===== config.mk =====
export PLATFORM = sky130hd
export DESIGN_NAME = inst_encoder
export DESIGN_NICKNAME = d
export VERILOG_FILES = /design/src/rtl/inst_encoder.sv
export SDC_FILE = /design/constraint.sdc
export NUM_CORES = 1
export LEC_CHECK = 0
export BUFFER_PORTS_ARGS = -buffer_cell sky130_fd_sc_hd__buf_4
export CORE_ASPECT_RATIO = 2
export CORE_MARGIN = 4
export CORE_UTILIZATION = 56
export CTS_CLUSTER_DIAMETER = 150
export DETAILED_ROUTE_END_ITERATION = 10
export GPL_ROUTABILITY_DRIVEN = 0
export PLACE_DENSITY_LB_ADDON = 0.1
export REMOVE_ABC_BUFFERS = 1
export SKIP_CTS_REPAIR_TIMING = 1
export SLEW_MARGIN = 40
export SYNTH_ARGS = -nofsm -noshare
export SYNTH_HDL_FRONTEND = slang
export SYNTH_SLANG_ARGS = --single-unit
export TNS_END_PERCENT = 20

===== constraint.sdc =====
create_clock -name clk -period 4.79 [get_ports clk]
set_input_delay 0.479 -clock clk [delete_from_list [all_inputs] [get_ports clk]]
set_output_delay 0.479 -clock clk [all_outputs]
set_load 0.05 [all_outputs]

===== src/rtl/inst_encoder.sv =====
// Two-stage RV32I instruction encoder: decoded fields in, 32-bit instruction word out.
// Define ENC_RANGE_CHECK_EN to build the immediate range check that drives out_err.
module inst_encoder (
  input  logic        clk,
  input  logic        reset,
  input  logic        in_valid,
  output logic        in_ready,
  input  logic [2:0]  fmt,
  input  logic [6:0]  opcode,
  input  logic [4:0]  rd,
  input  logic [4:0]  rs1,
  input  logic [4:0]  rs2,
  input  logic [2:0]  funct3,
  input  logic [6:0]  funct7,
  input  logic [31:0] imm,
  output logic        out_valid,
  input  logic        out_ready,
  output logic [31:0] out_word,
  output logic        out_err
);

  localparam logic [2:0] FMT_R   = 3'd0;
  localparam logic [2:0] FMT_I   = 3'd1;
  localparam logic [2:0] FMT_ISH = 3'd2;
  localparam logic [2:0] FMT_S   = 3'd3;
  localparam logic [2:0] FMT_B   = 3'd4;
  localparam logic [2:0] FMT_J   = 3'd5;
  localparam logic [2:0] FMT_U   = 3'd6;
  localparam logic [2:0] FMT_RSV = 3'd7;

  typedef struct packed {
    logic [2:0]  fmt;
    logic [6:0]  opcode;
    logic [4:0]  rd;
    logic [4:0]  rs1;
    logic [4:0]  rs2;
    logic [2:0]  funct3;
    logic [6:0]  funct7;
    logic [31:0] imm;
  } fields_t;

  function automatic logic [31:0] encode(input fields_t f);
    logic [31:0] w;
    w = '0;
    case (f.fmt)
      FMT_R:   w = {f.funct7, f.rs2, f.rs1, f.funct3, f.rd, f.opcode};
      FMT_I:   w = {f.imm[11:0], f.rs1, f.funct3, f.rd, f.opcode};
      FMT_ISH: w = {f.funct7, f.imm[4:0], f.rs1, f.funct3, f.rd, f.opcode};
      FMT_S:   w = {f.imm[11:5], f.rs2, f.rs1, f.funct3, f.imm[4:0], f.opcode};
      FMT_B:   w = {f.imm[12], f.imm[10:5], f.rs2, f.rs1, f.funct3,
                    f.imm[4:1], f.imm[11], f.opcode};
      FMT_J:   w = {f.imm[20], f.imm[10:1], f.imm[11], f.imm[19:12], f.rd, f.opcode};
      FMT_U:   w = {f.imm[31:12], f.rd, f.opcode};
      default: w = '0;
    endcase
    return w;
  endfunction

`ifdef ENC_RANGE_CHECK_EN
  // A signed range fits when all bits above the field's sign bit equal the sign bit.
  function automatic logic range_err(input logic [2:0] f, input logic [31:0] v);
    logic e;
    e = 1'b0;
    case (f)
      FMT_I, FMT_S: e = !((&v[31:11]) || !(|v[31:11]));
      FMT_ISH:      e = |v[31:5];
      FMT_B:        e = !((&v[31:12]) || !(|v[31:12])) || v[0];
      FMT_J:        e = !((&v[31:20]) || !(|v[31:20])) || v[0];
      FMT_U:        e = |v[11:0];
      FMT_RSV:      e = 1'b1;
      default:      e = 1'b0;
    endcase
    return e;
  endfunction
`endif

  fields_t     fields_p1_q, fields_p1_d;
  logic        err_p1_q, err_p1_d;
  logic        vld_p1_q, vld_p1_d;
  logic        vld_p2_q, vld_p2_d;
  logic [31:0] word_p2_q, word_p2_d;
  logic        err_p2_q, err_p2_d;
  logic        s2_adv;
  logic        accept;
  logic        load_p2;
  fields_t     in_fields;

  always_comb begin
    in_fields = '{fmt: fmt, opcode: opcode, rd: rd, rs1: rs1, rs2: rs2,
                  funct3: funct3, funct7: funct7, imm: imm};
    s2_adv    = !vld_p2_q || out_ready;
    in_ready  = !vld_p1_q || s2_adv;
    accept    = in_valid && in_ready;
    load_p2   = vld_p1_q && s2_adv;

    // Stage 1: capture fields and precompute the error flag
    vld_p1_d    = accept || (vld_p1_q && !s2_adv);
    fields_p1_d = accept ? in_fields : fields_p1_q;
`ifdef ENC_RANGE_CHECK_EN
    err_p1_d    = accept ? range_err(fmt, imm) : err_p1_q;
`else
    err_p1_d    = accept ? (fmt == FMT_RSV) : err_p1_q;
`endif

    // Stage 2: assembled word, held while downstream stalls
    vld_p2_d  = s2_adv ? vld_p1_q : vld_p2_q;
    word_p2_d = load_p2 ? encode(fields_p1_q) : word_p2_q;
    err_p2_d  = load_p2 ? err_p1_q : err_p2_q;
  end

  always_ff @(posedge clk or posedge reset) begin
    if (reset) begin
      vld_p1_q  <= 1'b0;
      vld_p2_q  <= 1'b0;
      word_p2_q <= '0;
      err_p2_q  <= 1'b0;
    end else begin
      vld_p1_q  <= vld_p1_d;
      vld_p2_q  <= vld_p2_d;
      word_p2_q <= word_p2_d;
      err_p2_q  <= err_p2_d;
    end
  end

  always_ff @(posedge clk) begin
    fields_p1_q <= fields_p1_d;
    err_p1_q    <= err_p1_d;
  end

  assign out_valid = vld_p2_q;
  assign out_word  = word_p2_q;
  assign out_err   = err_p2_q;

endmodule


# After elaboration in Yosys (flattened, before gate mapping)
# Cells that the tools add are included.
# word_totals
out_inout_bits,35
in_bits,71
reg_bits,103
# classes
n_mux,1
reduce_logical,10
n_eq_ne,7
# op_table
operator,count
32-bit case mux with 7 select lines,1
"3-bit equality test, second input constant",4
"3-bit by 2-bit equality test with 1-bit output, second input constant",2
"3-bit by 1-bit equality test with 1-bit output, second input constant",1
1-bit logical AND,3
1-bit zero test,3
3-bit zero test,1
1-bit logical OR,3

# Logic depth before layout (Yosys ltp)
# depth
depth_word,5
depth_mapped,7

# Worst setup path after synthesis
# Ideal clock, no wire load.
# synth_timing
path_type,flip-flop to flip-flop
startpoint,"register vld_p2_q, in the netlist out_valid"
endpoint,"register err_p1_q, enable pin"
t_arrival_ns,2.805
synth_period_minus_slack_ns,3.238
n_path_buf,0
required_ns,4.357
path_stages_with_launch,3
setup_slack_ns,1.552
cell_sequence,dfrtp_1 > nand3b_1 > and2_1
# synth_between
elab_chain_len,4
# synth_lines
item,line_no,text
start: declaration,80,"logic vld_p2_q, vld_p2_d;"
start signal: assignment,119,vld_p2_q <= vld_p2_d;
1-bit zero test,91,s2_adv = !vld_p2_q || out_ready;
1-bit logical OR,91,
1-bit logical OR,92,in_ready = !vld_p1_q || s2_adv;
named net in_ready,7,"output logic in_ready,"
1-bit logical AND,93,accept = in_valid && in_ready;
named net accept,84,logic accept;
end signal: assignment,127,err_p1_q <= err_p1_d;
end: declaration,78,"logic err_p1_q, err_p1_d;"
# The timed path passes the listed nets, and every way through them passes these cells.
# A chain may end at the register's enable or synchronous reset.

# Worst setup path after layout
# layout_timing
startpoint,register vld_p1_q
endpoint,"register fields_p1_q[40] (netlist name), enable pin"
# layout_between
elab_chain_len,3
# layout_lines
item,line_no,text
start: declaration,79,"logic vld_p1_q, vld_p1_d;"
start signal: assignment,118,vld_p1_q <= vld_p1_d;
1-bit zero test,92,
1-bit logical OR,92,
1-bit logical AND,93,
named net accept,84,
end signal: assignment,126,fields_p1_q <= fields_p1_d;
end: declaration,77,"fields_t fields_p1_q, fields_p1_d;"
# The timed path passes the listed nets, and every way through them passes these cells.

==> out/results.tsv <==
metric	value	unit
yosysTopAreaCell	edfxtp_1	
holdCritPathClass	in2async	
track_usage	20.44	%
ys_types	41	
vias	2699	
synth_edf_count	68	
portBuffers	105	
final_hold_viol_count	0	
core	7212	um2
p_leak	2.176	nW
required	4.77	ns
setup_viol	0	
combPwrFrac	20.9	%
cts_tree	yes	
crit_path_max_incr_delay	0.62	ns
synth.most_common_cell	edfxtp_1	
fmax	476.5	MHz
cp.arrival	2.08	ns
power	2.302	mW
hold_slack	0.2480	ns
power_density	438.5	nW/um2
row_count	44	
dpl.hpwl	5936	um
yosysWarnings	0	
worstMarginPinSlew	0.6949	ns
p_clk_share	31.3	%
ys_seq_elements	103	
switchingPower	0.6523	mW
fp.dieArea	8907	um2
async_reset_ff_share	33.98	%
drcViolationCount	0	
die_h	129.5	um
slew_headroom	53.68	%
seq_area_frac_synth	70.56	%
worst_path_max_delay_cell	and2_2	
setup_tns	0	ns
wl_per_cell	17.90	um
grt_max_degree	44	
start_kind	flop	
cell_internal_pwr	1.650	mW
synthDominantCellAreaShare	49.38	%
p_seq_share	47.8	%
grt_pass1_vias	2744	
dr.pass1.iters	4	
synth.avg_cell_area	14.98	um2
die_w	68.77	um
synth.top_cells.by_area	edfxtp_1 49%, dfrtp_1 21%, a22o_1 2.5%, o21ai_0 1.9%, nand2_1 1.9%	
cts-buffers-inserted	9	
drive_gt1_share	35.49	%
antenna_cells	0	
antenna_found_initial	0	
clock_latency	0.34	ns
syn_area	4135	um2
grt_pass1_wl	13140	um
post-route-min-period	2.099	ns
drtAntennaViolNets	0	
cp_top_family	simple AND/OR/NAND/NOR gates	
cts_root_buffer	clkbuf_16	
crit_type	reg2reg	
critPathMaxFanout	40	
cts.sinks	103	
grt.overflow.total	0	
status	finished, final reports clean	
vdd_drop_max	313.0	uV
htreeDepth	3	
nFillCells	484	
switching_share	28.33	%
end_kind	flop	
postRouteWirelength	8557	um
ios	106	
synth_flop_cell	edfxtp_1	
area_growth	26.96	%
path_cells	nand3b_1, and2_2, buf_4	
syn_inst	276	
initial_core_util	57.34	%
viasPerCell	5.646	
drt_iter0_drc	207	
clockBufferDepth	2	
maxSlewViolCount	0	
worst-path-buf-inv	1	
clk_pin_slew	0.06	ns
final.period_utilization	43.81	%
rsz0062_at_grt	no	
max-cap-violations	0	
fin_nets	452	
synth_commonest_cells	68 x edfxtp_1, 35 x dfrtp_1, 21 x nand2_1	
finClkSkew	0.008353	ns
==> registers in the layout (all words and copies together), names as in the netlist <==
signal	count
vld_p1_q	1
out_word	32
out_valid	1
fields_p1_q	67
err_p1_q	1
out_err	1
==> logic make-up after synthesis <==
family / count (synthesis) / synth area share (%)
DFF: 103 / 70.56
buffers and inverters: 24 / 4.024
and+or+nand+nor: 56 / 7.474
AOI/OAI and AO/OA: 86 / 16.22
muxes: 7 / 1.725
==> area by class of cell <==
cell class	count	area (um2)	area share, %
flip-flops and latches	103	2918	55.58
multi-input cells	149	1052	20.04
repair buffers	111	840.8	16.02
clock buffers	15	267.8	5.100
well taps	92	115.1	2.193
clock inverters	1	30.03	0.5720
inverters	7	26.28	0.5005
==> cells in the final DEF, fill, tap and decap left out, types with 2 or more instances in the layout <==
cell type / n
a211o_1: 5
a211oi_1: 7
a21oi_1: 7
a22o_1: 12
a22oi_1: 9
a32o_1: 6
a32oi_1: 4
buf_4: 109
buf_6: 2
clkbuf_1: 4
clkbuf_16: 9
clkbuf_8: 2
dfrtp_1: 35
edfxtp_1: 68
inv_1: 7
mux2i_1: 6
nand2_1: 21
nand2b_1: 2
nand3_1: 9
nor2_1: 2
nor2b_1: 11
nor2b_2: 2
o211ai_1: 6
o21ai_0: 16
o21ai_1: 3
o31ai_1: 6
==> tightest hold or removal path: stages <==
cell and delay [ns]:
buf_4 0.11, inv_1 0.04, buf_4 0.39
==> final timing paths <==
kind | start | end | slack (ns) | cells past startpoint
hold / removal | reset | out_word[6] | 0.25 | 3
setup / recovery | vld_p1_q | fields_p1_q[40] | 2.69 | 3
setup reg to reg | vld_p1_q | fields_p1_q[40] | 2.69 | 3
hold reg to reg | fields_p1_q[63] | out_word[6] | 0.48 | 1
max in group asynchronous | reset | out_word[14] | 4.20 | 3
min in group clk | imm[24] | fields_p1_q[24] | 0.31 | 1
==> metrics by stage <==
step                std cells  util (%)  setup slack, ns  area [um2]
global route              478     72.80            2.568        5250
floorplan                 259         -            1.552        3995
detailed placement        462     68.67            2.511        4952
global placement          460     68.36            2.575        4930
CTS                       478     72.80            2.638        5250
finish                    478     72.80            2.692        5250
==> power groups by stage <==
stage | Sequential [mW] | Clock (mW) | Combinational (mW)
detailed placement | 1.12 | 0 | 0.486
floorplan | 1.30 | 0 | 0.119
finish | 1.10 | 0.720 | 0.482
global placement | 1.12 | 0 | 0.474
global route | 1.11 | 0.778 | 0.512
CTS | 1.10 | 0.734 | 0.488
==> per-layer routing <==
metal,share of wire [%],vias up,track usage (%)
met5,0,-,0
met2,58,109,37.01
li1,-,1266,-
met4,2.1,0,8.506
met1,33,1309,21.50
met3,7.0,15,5.204
Note: power is estimated with default switching activity, not from simulation.
